$ cat config.mk
export PLATFORM = sky130hd
export DESIGN_NAME = program_loader_flat
export DESIGN_NICKNAME = d
export VERILOG_FILES = /design/src/rtl/program_loader_pkg.sv /design/src/rtl/program_loader_if.sv /design/src/rtl/program_loader_checksum.sv /design/src/rtl/program_loader.sv /design/src/flat_wrapper.sv
export SDC_FILE = /design/constraint.sdc
export NUM_CORES = 1
export LEC_CHECK = 0
export CORE_ASPECT_RATIO = 1.25
export CORE_MARGIN = 8
export CORE_UTILIZATION = 45
export DETAILED_ROUTE_END_ITERATION = 8
export GPL_TIMING_DRIVEN = 0
export PLACE_DENSITY = 0.69
export SLEW_MARGIN = 20
export SYNTH_ARGS = -nofsm -noshare
export SYNTH_HDL_FRONTEND = slang
export SYNTH_HIERARCHICAL = 1
export SYNTH_SLANG_ARGS = --single-unit
$ cat constraint.sdc
create_clock -name Clk -period 5.1 [get_ports Clk]
set_input_delay 1.02 -clock Clk [delete_from_list [all_inputs] [get_ports Clk]]
set_output_delay 1.02 -clock Clk [all_outputs]
set_load 0.02 [all_outputs]
$ cat src/rtl/program_loader_pkg.sv
// Shared types and constants for the boot-time program loader.
package program_loader_pkg;

  localparam int BYTE_W = 8;

  localparam logic [BYTE_W-1:0] SYNC_BYTE   = 8'hA5;
  localparam logic [BYTE_W-1:0] RELOAD_BYTE = 8'h5A;

  typedef enum logic [2:0] {
    IDLE,
    LEN,
    HI,
    LO,
    WRITE,
    CSUM,
    RUN,
    ERR
  } state_e;

endpackage

$ cat src/rtl/program_loader_if.sv
// Byte-stream input and program-memory write port of the loader.
interface program_loader_if
  import program_loader_pkg::*;
#(
  parameter int DataWidth = 16,
  parameter int AddrWidth = 8
) ();

  logic [BYTE_W-1:0]    RxData;
  logic                 RxValid;
  logic                 RxReady;
  logic [AddrWidth-1:0] Mem_Addr;
  logic [DataWidth-1:0] Mem_DOut;
  logic                 Mem_WE;

  // master: byte source / memory side; slave: the loader itself
  modport master (
    output RxData, RxValid,
    input  RxReady, Mem_Addr, Mem_DOut, Mem_WE
  );

  modport slave (
    input  RxData, RxValid,
    output RxReady, Mem_Addr, Mem_DOut, Mem_WE
  );

endinterface

$ cat src/rtl/program_loader_checksum.sv
// 8-bit running-sum accumulator; zero_o looks at the value being loaded this
// cycle so the frame verdict is available on the same edge as the CSUM byte.
module loader_checksum
  import program_loader_pkg::*;
(
  input  logic              clk_i,
  input  logic              rst_i,
  input  logic              clr_i,
  input  logic              add_i,
  input  logic [BYTE_W-1:0] dat_i,
  output logic              zero_o
);

  logic [BYTE_W-1:0] acc_q;
  logic [BYTE_W-1:0] acc_d;

  always_comb begin
    acc_d = acc_q;
    if (clr_i) acc_d = '0;
    if (add_i) acc_d = acc_d + dat_i;
  end

  assign zero_o = (acc_d == '0);

  always_ff @(posedge clk_i) begin
    if (rst_i) acc_q <= '0;
    else       acc_q <= acc_d;
  end

endmodule

$ cat src/rtl/program_loader.sv
// Framed byte-stream program loader: holds the CPU in reset, writes words into
// program memory, releases the CPU once the frame checksum verifies.
module program_loader
  import program_loader_pkg::*;
#(
  parameter int                   DataWidth = 16,
  parameter int                   AddrWidth = 8,
  parameter logic [AddrWidth-1:0] BaseAddr  = '0
) (
  input  logic             Clk,
  input  logic             Reset,
  program_loader_if.slave  bus,
  output logic             CpuReset,
  output logic             Busy,
  output logic             Done,
  output logic             Error
);

  state_e               state_q;
  logic [BYTE_W-1:0]    count_q;
  logic [AddrWidth-1:0] index_q;
  logic [BYTE_W-1:0]    hi_q;
  logic [AddrWidth-1:0] mem_addr_q;
  logic [DataWidth-1:0] mem_dout_q;
  logic                 mem_we_q;
  logic                 cpu_reset_q;
  logic                 busy_q;
  logic                 done_q;
  logic                 error_q;

  logic                 rx_rdy;
  logic                 xfer;
  logic [BYTE_W-1:0]    rx_dat;
  logic                 csum_clr;
  logic                 csum_add;
  logic                 csum_zero;

  // The only state that cannot take a byte is the one-cycle memory write.
  assign rx_rdy = (state_q != WRITE);
  assign xfer   = bus.RxValid && rx_rdy;
  assign rx_dat = bus.RxData;

  assign csum_clr = xfer && (state_q == LEN);
  assign csum_add = xfer && (state_q inside {LEN, HI, LO, CSUM});

  loader_checksum u_checksum (
    .clk_i  (Clk),
    .rst_i  (Reset),
    .clr_i  (csum_clr),
    .add_i  (csum_add),
    .dat_i  (rx_dat),
    .zero_o (csum_zero)
  );

  always_ff @(posedge Clk) begin
    if (Reset) begin
      state_q     <= IDLE;
      count_q     <= '0;
      index_q     <= '0;
      hi_q        <= '0;
      mem_addr_q  <= BaseAddr;
      mem_dout_q  <= '0;
      mem_we_q    <= 1'b0;
      cpu_reset_q <= 1'b1;
      busy_q      <= 1'b0;
      done_q      <= 1'b0;
      error_q     <= 1'b0;
    end else begin
      mem_we_q <= 1'b0;
      done_q   <= 1'b0;
      case (state_q)
        IDLE: begin
          if (xfer && rx_dat == SYNC_BYTE) begin
            state_q <= LEN;
            busy_q  <= 1'b1;
          end
        end
        LEN: begin
          if (xfer) begin
            count_q <= rx_dat;
            index_q <= '0;
            state_q <= (rx_dat != '0) ? HI : CSUM;
          end
        end
        HI: begin
          if (xfer) begin
            hi_q    <= rx_dat;
            state_q <= LO;
          end
        end
        LO: begin
          if (xfer) begin
            mem_we_q   <= 1'b1;
            mem_addr_q <= BaseAddr + index_q;
            mem_dout_q <= DataWidth'({hi_q, rx_dat});
            state_q    <= WRITE;
          end
        end
        WRITE: begin
          // count_q is at least 1 here; reaching 1 means this was the last word
          index_q <= index_q + AddrWidth'(1);
          count_q <= count_q - 8'd1;
          state_q <= (count_q == 8'd1) ? CSUM : HI;
        end
        CSUM: begin
          if (xfer) begin
            busy_q <= 1'b0;
            if (csum_zero) begin
              state_q     <= RUN;
              done_q      <= 1'b1;
              cpu_reset_q <= 1'b0;
            end else begin
              state_q <= ERR;
              error_q <= 1'b1;
            end
          end
        end
        RUN: begin
          if (xfer && rx_dat == RELOAD_BYTE) begin
            state_q     <= IDLE;
            cpu_reset_q <= 1'b1;
            error_q     <= 1'b0;
          end
        end
        ERR: begin
          if (xfer && rx_dat == SYNC_BYTE) begin
            state_q <= LEN;
            error_q <= 1'b0;
            busy_q  <= 1'b1;
          end
        end
        default: state_q <= IDLE;
      endcase
    end
  end

  assign bus.RxReady  = rx_rdy;
  assign bus.Mem_Addr = mem_addr_q;
  assign bus.Mem_DOut = mem_dout_q;
  assign bus.Mem_WE   = mem_we_q;
  assign CpuReset     = cpu_reset_q;
  assign Busy         = busy_q;
  assign Done         = done_q;
  assign Error        = error_q;

endmodule

$ cat src/flat_wrapper.sv
// flat-port wrapper written by rule: the top's interface ports become plain ports
module program_loader_flat import program_loader_pkg::*;
#(
  parameter int                   DataWidth = 16,
  parameter int                   AddrWidth = 8,
  parameter logic [AddrWidth-1:0] BaseAddr  = '0
)
  (Clk, Reset, CpuReset, Busy, Done, Error, bus_RxData, bus_RxValid, bus_RxReady, bus_Mem_Addr, bus_Mem_DOut, bus_Mem_WE);
  program_loader_if #(.DataWidth(DataWidth), .AddrWidth(AddrWidth)) bus_i ();
  input  logic Clk;
  input  logic Reset;
  output logic CpuReset;
  output logic Busy;
  output logic Done;
  output logic Error;
  input wire logic [$bits(bus_i.RxData)-1:0] bus_RxData;
  input wire logic [$bits(bus_i.RxValid)-1:0] bus_RxValid;
  output wire logic [$bits(bus_i.RxReady)-1:0] bus_RxReady;
  output wire logic [$bits(bus_i.Mem_Addr)-1:0] bus_Mem_Addr;
  output wire logic [$bits(bus_i.Mem_DOut)-1:0] bus_Mem_DOut;
  output wire logic [$bits(bus_i.Mem_WE)-1:0] bus_Mem_WE;
  assign bus_i.RxData = bus_RxData;
  assign bus_i.RxValid = bus_RxValid;
  assign bus_RxReady = bus_i.RxReady;
  assign bus_Mem_Addr = bus_i.Mem_Addr;
  assign bus_Mem_DOut = bus_i.Mem_DOut;
  assign bus_Mem_WE = bus_i.Mem_WE;
  program_loader #(.DataWidth(DataWidth), .AddrWidth(AddrWidth), .BaseAddr(BaseAddr)) u_core (.Clk(Clk), .Reset(Reset), .bus(bus_i), .CpuReset(CpuReset), .Busy(Busy), .Done(Done), .Error(Error));
endmodule
== Word level (Yosys, flattened, before mapping) ==
Index checks and enable logic that the tools add are counted.
W data, S select, Z words.
Word-level totals
  word-level logic and storage cells: 91
  register bits: 64
  output and inout bits: 30
  input bits: 11
Cells by class
  muxes and demuxes: 30
  $add $sub $neg: 3
  equal/unequal tests: 20
  reductions and logical operators: 23
  bitwise gates (word level): 3
Operators with widths (number)
  $mux W8: 4
  $pmux W8 S2: 2
  $mux W3: 8
  $pmux W3 S7: 1
  $ne A2 B1 Y1 const B: 8
  $eq A3 B3 Y1 const B: 4
  $mux W1: 12
  $add A8 B1 Y8 const B: 1
  $add A8 B8 Y8: 1
  $eq A8 B1 Y1 const B: 1
  $eq A8 B7 Y1 const B: 1
  $eq A8 B8 Y1 const B: 1
  $logic_not A8 Y1: 1
  $reduce_bool A8 Y1: 1
  $sub A8 B1 Y8 const B: 1
  $eq A3 B2 Y1 const B: 2
  $reduce_and A2 Y1: 3
  $reduce_and A6 Y1: 1
  $reduce_bool A2 Y1: 3
  $logic_and A1 B1 Y1: 5
  $reduce_and A5 Y1: 1
  $pmux W1 S2: 2
  $reduce_and A4 Y1: 1
  $reduce_bool A4 Y1: 1
  other kinds (10): 13

== Depth between registers and ports, before layout ==
Gate-level depths: netlist (run 1).
  word-level depth: 10
  gate-level depth with buffers: 20
  mapped depth without buffers: 18

== Modules after synthesis ==
The synthesis (run 1) kept the hierarchy.
By module, submodules not included
  program_loader: area each 2532.4 um^2, instances 1, cells an instance 308, seq. area each 1121.1 um^2
  loader_checksum: area each 714.4 um^2, instances 1, cells an instance 86, seq. area each 160.2 um^2

== Worst setup path after synthesis (run 1) ==
OpenSTA, ideal clock, no wires.
  kind: input-to-reg
  start point: input bus_RxValid
  end point: register u_core.cpu_reset_q (netlist: u_core/CpuReset)
  arrival: 4.002 ns
  stages on the path: 18
  slack: 0.975 ns
  required time: 4.978 ns
  path buffers: 2
  path through: clkbuf_1 nand2_2 inv_1 buf_2 nor2b_1 ha_1 inv_1 fa_1 nand2b_1 a21oi_1 and2_1 or4_1 o311ai_0 nor4b_2 nand2b_1 nor2_1 a21boi_0 a311o_1
Between the ends
  cells in the longest elaborated chain, start to end: 8
  elaborated cells on any way between the ends: 12
  those cells by class: add/sub: 1; eq/ne: 3; mux: 2; reduce/logical: 6
RTL lines
  from (decl): line flat_wrapper.sv:17  | input wire logic [$bits(bus_i.RxValid)-1:0] bus_RxValid;
  $logic_and A1 B1 Y1 (*): line program_loader.sv:40  | assign xfer = bus.RxValid && rx_rdy;
  $logic_and A1 B1 Y1 (*): line program_loader.sv:43  | assign csum_clr = xfer && (state_q == LEN);
  net u_core.csum_clr: line program_loader.sv:34  | logic csum_clr;
  $mux W8 (*): line program_loader_checksum.sv:19  | if (clr_i) acc_d = '0;
  $add A8 B8 Y8: line program_loader_checksum.sv:20  | if (add_i) acc_d = acc_d + dat_i;
  $mux W8 (*): line program_loader_checksum.sv:20
  $logic_not A8 Y1 (*): line program_loader_checksum.sv:23  | assign zero_o = (acc_d == '0);
  net u_core.csum_zero: line program_loader.sv:36  | logic csum_zero;
  $ne A2 B1 Y1 (no line) (*)
  $reduce_and A4 Y1 (no line) (*)
  to (signal assigned): line program_loader.sv:64  | cpu_reset_q <= 1'b1;
  to (signal assigned): line program_loader.sv:111  | cpu_reset_q <= 1'b0;
  to (signal assigned): line program_loader.sv:121  | cpu_reset_q <= 1'b1;
  to (decl): line program_loader.sv:26  | logic cpu_reset_q;
The timed path passes the listed nets; every way through them passes the cells marked *.
A chain may end at the register's enable or synchronous reset.

== Worst setup path after layout (run 1) ==
  start point: input bus_RxValid
  end point: register u_core.state_q[0]
Between the ends
  cells in the longest elaborated chain, start to end: 9
  elaborated cells on any way between the ends: 19
  those cells by class: add/sub: 1; eq/ne: 6; mux: 5; reduce/logical: 7
RTL lines
  $logic_and A1 B1 Y1 (*): line program_loader.sv:40
  $logic_and A1 B1 Y1 (*): line program_loader.sv:43
  net u_core.csum_clr: line program_loader.sv:34
  $mux W8 (*): line program_loader_checksum.sv:19
  $add A8 B8 Y8: line program_loader_checksum.sv:20
  $mux W8 (*): line program_loader_checksum.sv:20
  $logic_not A8 Y1 (*): line program_loader_checksum.sv:23
  net u_core.csum_zero: line program_loader.sv:36
  $mux W1 (*): line program_loader.sv:108  | if (csum_zero) begin
  $mux W3 (*): line program_loader.sv:106  | if (xfer) begin
  $pmux W3 S7 (*): line program_loader.sv:71  | case (state_q)
  to (signal assigned): line program_loader.sv:82  | state_q <= (rx_dat != '0) ? HI : CSUM;
  to (signal assigned): line program_loader.sv:103  | state_q <= (count_q == 8'd1) ? CSUM : HI;
  to (decl): line program_loader.sv:19  | state_e state_q;
The timed path passes the listed nets; every way through them passes the cells marked *. The select of a mux whose other input is x is not followed.

==> results_dict.tcl, run 1 <==
set metrics [dict create \
    synth.cell_area_mm2 0.003247 \
    cts_tree "built" \
    worst_slack_ns 0.3219 \
    cts_root_buf "clkbuf_8" \
    seq_area_frac_synth_pct 39.46 \
    grtUsageTotal_pct 16.36 \
    start_util_pct 46.54 \
    status "completed" \
    crit_arrival_ns 5.00 \
    finalPower_uw 1235 \
    dp_hpwl_mm 5.815 \
    slew_viol_final 0 \
    avgSynthCellArea_um2 8.241 \
    dr_total_vias 2980 \
    fin_skew_ns 0.009155 \
    hp-start "u_core/bus.Mem_Addr[3]" \
    synth_commonest_cells "nand2_1 (71), dfxtp_1 (64), nor2_1 (40)" \
    dp_slack_ns -0.07684 \
    worst_setup_path_end_kind "register" \
    total_leakage_power_uw 0.001439 \
    route.detailed.drc 0 \
    cts.sinks 64 \
    overflow 0 \
    synth_cell_types 61 \
    drt_iter0_drc 185 \
    ys.warnings.count 6 \
    maxCapViolCount 0 \
    fin_hold_ws_ns 0.4557 \
    gp_congestion 0.8520 \
    async_flop_share_pct 0 \
    synth.largest_area_cell "dfxtp_1" \
    fin_cells 540 \
    rsz0062_at_grt "no" \
    critPathLaunchType "input port" \
    clockBufferDepth 2 \
    final_hold_viol_count 0 \
    nNetsFinal 467 \
    routed_via_density 5.519 \
    clock.fmax_ghz 0.2093 \
    areaGrowthSynthToFinish_pct 23.74 \
    cts_buffers 9 \
    final.min_clock_period_ns 4.778 \
    grt_pass1_wl_mm 13.79 \
    antenna_found_initial 0 \
    syn_nets 416 \
    required_ns 5.32 \
    synthTopCellsByArea "dfxtp_1 (39%), nand2_1 (8.2%), a21oi_1 (5.5%)" \
    drt-total-wl_mm 8.139 \
    synth.most_common_cell "nand2_1" \
    yosys_most_used_dff "dfxtp_1" \
    syn_inst 394 \
    die_h_um 111.0 \
    io_buffers 40 \
    worstMarginPinSlew_ns 0.6813 \
    cts_setup_buffers 0 \
    period_share_pct 93.69 \
    timing.rr.start "u_core/state_q[2]" \
    die_x_um 91.98 \
    placed_cells 524 \
    crit_fanout 18 \
    diodes 0 \
    first_pass_iters 5 \
    drtAntennaViolNets 0 \
    ys_seq_elements 64 \
    critPathKind "input port to register" \
    grt_pass1_vias 2873 \
    synth_top_area_share_pct 39.46 \
    finish.utilization_pct 57.59 \
    startpoint "bus_RxValid" \
    drive_above_1_share_pct 9.778 \
    grt_max_degree 19 \
    drt-wirelength-per-cell_um 15.07 \
    synth_edf_count 0 \
    max-vdd-ir-drop_uv 208.3 \
    die_area_mm2 0.01021 \
    maxSlewHeadroom_pct 54.16 \
    row_count 34 \
    powerDensity_mw_per_mm2 307.3 \
    hp-class "register to register" \
    clkLatencyLatePin_ns 0.34 \
    h-tree-depth 3 \
    clk_pin_slew_worst_paths_ns 0.08 \
    coreArea_mm2 0.006977 \
    setup_violations 0 \
    ios 41 \
]
## through the flow
stage / setup TNS (ns) / cell area, um^2
finish: 0 / 4018
global route: 0 / 4018
CTS: 0 / 4013
detailed placement: -0.1196 / 3760
global placement: -0.04914 / 3760
floorplan: 0 / 3247
## metal layers
metal  up-vias  wire (um)  GRT usage, %
met5         -          0             0
met4         0         49         5.172
met1      1384       3673         19.43
met3         6        457         5.149
met2        97       3959         27.10
li1       1493          -             -
## placed cells by master (no fill, tap or decap), types with 8 or more instances in the layout
cell type and count:
nand2_1 71, dfxtp_1 64, clkdlybuf4s50_1 40, nor2_1 40, a21oi_1 36, mux2i_1 15
nor2b_1 13, clkbuf_1 12, nand3_1 12, inv_1 11, clkbuf_8 10, o21ai_0 10
ha_1 10, buf_2 8
## flip-flops by register name (all words and copies together) (netlist names)
name,cells
u_core/count_q,8
u_core/index_q,8
u_core/hi_q,8
u_core/Done,1
u_core/Error,1
u_core/u_checksum/acc_q,8
u_core/state_q,3
u_core/CpuReset,1
u_core/Busy,1
u_core/bus.Mem_Addr,8
u_core/bus.Mem_WE,1
u_core/bus.Mem_DOut,16
## kinds of logic (layout without fill, tap and decap cells)
kind of cell | Yosys count | count (layout) | share of synthesized area, %
and+or+nand+nor | 176 | 176 | 26.86
AOI/OAI and AO/OA | 86 | 86 | 17.61
DFF | 64 | 64 | 39.46
buffers and inverters | 34 | 90 | 4.586
muxes | 18 | 18 | 5.665
adders and majority gates | 11 | 11 | 4.470
xor gates and xnor gates | 5 | 5 | 1.349
## critical path: stages
cell and delay (ns):
clkdlybuf4s50_1 0.48, clkbuf_1 0.36, nand2_4 0.17, inv_1 0.10
buf_2 0.33, nor2b_1 0.12, ha_1 0.38, a21oi_1 0.18
o21ai_0 0.13, or4_1 0.53, o311ai_2 0.10, xnor2_1 0.13
nor4b_2 0.28, nand2b_1 0.15, nand3_1 0.10, o21ai_0 0.10
o31ai_1 0.23, mux2i_1 0.10
## timing repair
item / 4_1_cts / 5_1_grt
gates resized for setup: 0 / 1
endpoints found under the setup margin: 0 / 3
hold buffers: 0 / 0
## power by group
group / switching [uW] / leakage [uW] / internal (uW)
clock: 202 / 0.000123 / 340
sequential: 6.39 / 0.000516 / 510
combinational: 105 / 0.000800 / 70.9
total: 313 / 0.00144 / 921
## path summary, 6_finish.rpt
path / end / slack [ns] / cells past startpoint
worst max-delay path: u_core/state_q[0] / 0.32 / 18
worst min-delay path: u_core/bus.Mem_Addr[3] / 0.46 / 2
worst max register to register: u_core/state_q[0] / 1.08 / 20
worst min register to register: u_core/bus.Mem_Addr[3] / 0.46 / 2
## final cells by class
type | count | area [um^2]
fill | 680 | 2959
buffer | 22 | 103.9
tap | 90 | 112.6
inverter | 12 | 45.04
multi-input combinational | 296 | 1822
clock buffer | 10 | 137.6
sequential | 64 | 1281
clock inverter | 6 | 115.1
timing repair buffer | 40 | 400.4
(Power assumes the default switching activity.)
==> run 2, diff against run 1 <==
--- a/config.mk
+++ b/config.mk
@@ -6,10 +6,12 @@
 export NUM_CORES = 1
 export LEC_CHECK = 0
+export CELL_PAD_IN_SITES_DETAIL_PLACEMENT = 0
+export CELL_PAD_IN_SITES_GLOBAL_PLACEMENT = 1
 export CORE_ASPECT_RATIO = 1.25
 export CORE_MARGIN = 8
-export CORE_UTILIZATION = 45
+export CORE_UTILIZATION = 41
 export DETAILED_ROUTE_END_ITERATION = 8
 export GPL_TIMING_DRIVEN = 0
-export PLACE_DENSITY = 0.69
+export PLACE_DENSITY = 0.81
 export SLEW_MARGIN = 20
 export SYNTH_ARGS = -nofsm -noshare
==> constraint.sdc (replaced) <==
create_clock -name Clk -period 5.1 [get_ports Clk]
set_input_delay 1.02 -clock Clk [delete_from_list [all_inputs] [get_ports Clk]]
set_output_delay 1.02 -clock Clk [all_outputs]
set_load 0.1 [all_outputs]
==> results_dict.tcl, run 2 (synthesis gave the netlist of run 1 again) <==
set metrics [dict create \
    maxCapViolCount 0 \
    row_count 36 \
    cts_root_buf "clkbuf_8" \
    clkLatencyLatePin_ns 0.34 \
    grt_pass1_wl_mm 13.47 \
    period_share_pct 88.02 \
    drt-total-wl_mm 8.372 \
    place_area_mm2 0.003766 \
    drt-wirelength-per-cell_um 15.39 \
    reg2regPathDepth 18 \
    swShare_pct 30.22 \
    seqPwrFrac_pct 47.6 \
    coreArea_mm2 0.007747 \
    io_buffers 40 \
    switching_power_uw 327.5 \
    layout_common_cells "nand2_1 (71), dfxtp_1 (64), nor2_1 (40)" \
    rsz0062_at_grt "no" \
    slew_viol_final 0 \
    stdcell_area_mm2 0.003941 \
    critPathLaunchType "input port" \
    clockBufferDepth 2 \
    grt_max_degree 19 \
    first_pass_iters 5 \
    gp_congestion 0.8487 \
    fillers 777 \
    grtUsageTotal_pct 15.52 \
    clock.fmax_ghz 0.2228 \
    die_h_um 115.5 \
    finalPower_uw 1084 \
    areaGrowthSynthToFinish_pct 21.39 \
    crit_fanout 18 \
    path_cells "dlymetal6s2s_1 > nand2_4 > inv_1 > buf_2 > nor2b_1 > ha_1 > o21ai_0 > nor3_1 > or4_1 > o311ai_2 > xnor2_1 > nor4b_2 > nand2b_1 > nand3_1 > o21ai_0 > o31ai_1 > mux2i_1" \
    grt_util_met3_pct 4.083 \
    comb_power_share_pct 16.9 \
    cts_buffers 9 \
    critPathMaxStageDelay_ns 0.50 \
    hold_depth 2 \
    drive_above_1_share_pct 9.800 \
    dp_hpwl_mm 6.139 \
    overflow 0 \
    final.min_clock_period_ns 4.489 \
    start_util_pct 41.91 \
    clkPwrFrac_pct 35.4 \
    required_ns 5.31 \
    powerDensity_mw_per_mm2 275.0 \
    total_leakage_power_uw 0.001409 \
    diodes 0 \
    use_met1_pct 18.60 \
    cts_tree "built" \
    cp_slowest_cell "or4_1" \
    die_area_mm2 0.01104 \
    clk_pin_slew_worst_paths_ns 0.07 \
    critPathKind "input port to register" \
    drtAntennaViolNets 0 \
    h-tree-depth 3 \
    fin_hold_ws_ns 0.4529 \
    route.detailed.drc 0 \
    busiest_layer "met2" \
    crit_arrival_ns 4.70 \
    die_x_um 95.60 \
    grt_util_met2_pct 26.67 \
    placed_cells 529 \
    antenna_found_initial 0 \
    setup_violations 0 \
    maxSlewHeadroom_pct 34.75 \
    status "completed" \
    largest_reg_flops 16 \
    ios 41 \
    crit_top_cell "o21ai_0" \
    intPower_uw 756.4 \
    fin_cells 544 \
    final_common_cell "nand2_1" \
    dr_total_vias 2898 \
    final_hold_viol_count 0 \
    hp-class "register to register" \
    nNetsFinal 466 \
    worst_setup_path_end_kind "register" \
    worstMarginPinSlew_ns 0.9757 \
    grt_pass1_vias 2717 \
    fin_skew_ns 0.009278 \
    drt_iter0_drc 120 \
    tns_ns 0 \
    cts.sinks 64 \
    routed_via_density 5.327 \
    max-vdd-ir-drop_uv 200.9 \
]
[run 2: changes by cell type in the layout (fill, tap and decap cells not counted)]
cell             change
clkbuf_1             -1
dlymetal6s2s_1       +1
clkinvlp_4           +1
clkdlybuf4s50_1      -1
clkbuf_8             -1
clkinv_2             +3
bufinv_16            -3
[run 2: power groups by stage]
stage          registers [uW]  clock network [uW]  logic (uW)
2_1_floorplan             533                   0         124
3_3_place_gp              528                   0         181
3_5_place_dp              528                   0         181
4_1_cts                   516                 397         182
5_1_grt                   517                 419         202
6_report                  516                 384         184
[run 2: cell type report]
| cell class | count | area [um^2] | share of cell area (%) |
|---|---|---|---|
| buffer | 21 | 100.1 | 2.540 |
| clock buffer | 9 | 123.9 | 3.143 |
| clock inverter | 7 | 47.55 | 1.206 |
| inverter | 12 | 45.04 | 1.143 |
| multi-input combinational | 296 | 1822 | 46.22 |
| sequential | 64 | 1281 | 32.51 |
| tap | 95 | 118.9 | 3.016 |
| timing repair buffer | 40 | 402.9 | 10.22 |
[run 2: layer usage]
metal | wire (um) | vias to the layer above | share of wire, %
li1 | - | 1483 | -
met1 | 3496 | 1332 | 42
met2 | 4324 | 77 | 52
met3 | 487 | 6 | 5.8
met4 | 63 | 0 | 0.75
met5 | 0 | - | 0
[run 2: worst paths after layout]
| path | start | to | slack [ns] |
|---|---|---|---|
| min reg2reg | u_core/bus.Mem_Addr[1] | u_core/bus.Mem_Addr[1] | 0.45 |
| min | u_core/bus.Mem_Addr[1] | u_core/bus.Mem_Addr[1] | 0.45 |
| max reg2reg | u_core/state_q[2] | u_core/state_q[0] | 0.89 |
| max | bus_RxValid | u_core/state_q[0] | 0.61 |
[run 2: timing repair]
action                                  in CTS  in global routing
hold buffers                                 0                  0
setup buffers                                0                  0
endpoints found under the setup margin       0                  3
gates resized for setup                      0                  2
[run 2: metrics by stage]
stage / setup slack [ns] / util [%]
detailed placement: -0.2918 / 48.61
global route: 0.3759 / 50.87
CTS: 0.06356 / 50.82
global placement: -0.2975 / 48.61
floorplan: 0.9753 / -
finish: 0.6110 / 50.87
[run 2: critical path, delay by kind of cell]
| family | cells | cell delay [ns] |
|---|---|---|
| simple gates | 7 | 1.54 |
| fa+ha+maj | 1 | 0.37 |
| compound gates | 4 | 0.71 |
| xor+xnor | 1 | 0.14 |
| buf+inv | 3 | 0.81 |
| mux | 1 | 0.11 |
==> run 3, diff against run 2 <==
Settings changed: CELL_PAD_IN_SITES_DETAIL_PLACEMENT 0 to default, CELL_PAD_IN_SITES_GLOBAL_PLACEMENT 1 to default, CORE_UTILIZATION 41 to 45, PLACE_DENSITY 0.81 to 0.69.
==> results of run 3 <==
The final DEF is identical to that of run 1. Status: completed.
Among the figures that moved: total power 1235 uW -> 1240 uW; worst IR drop on VDD 208.3 uV -> 208.4 uV
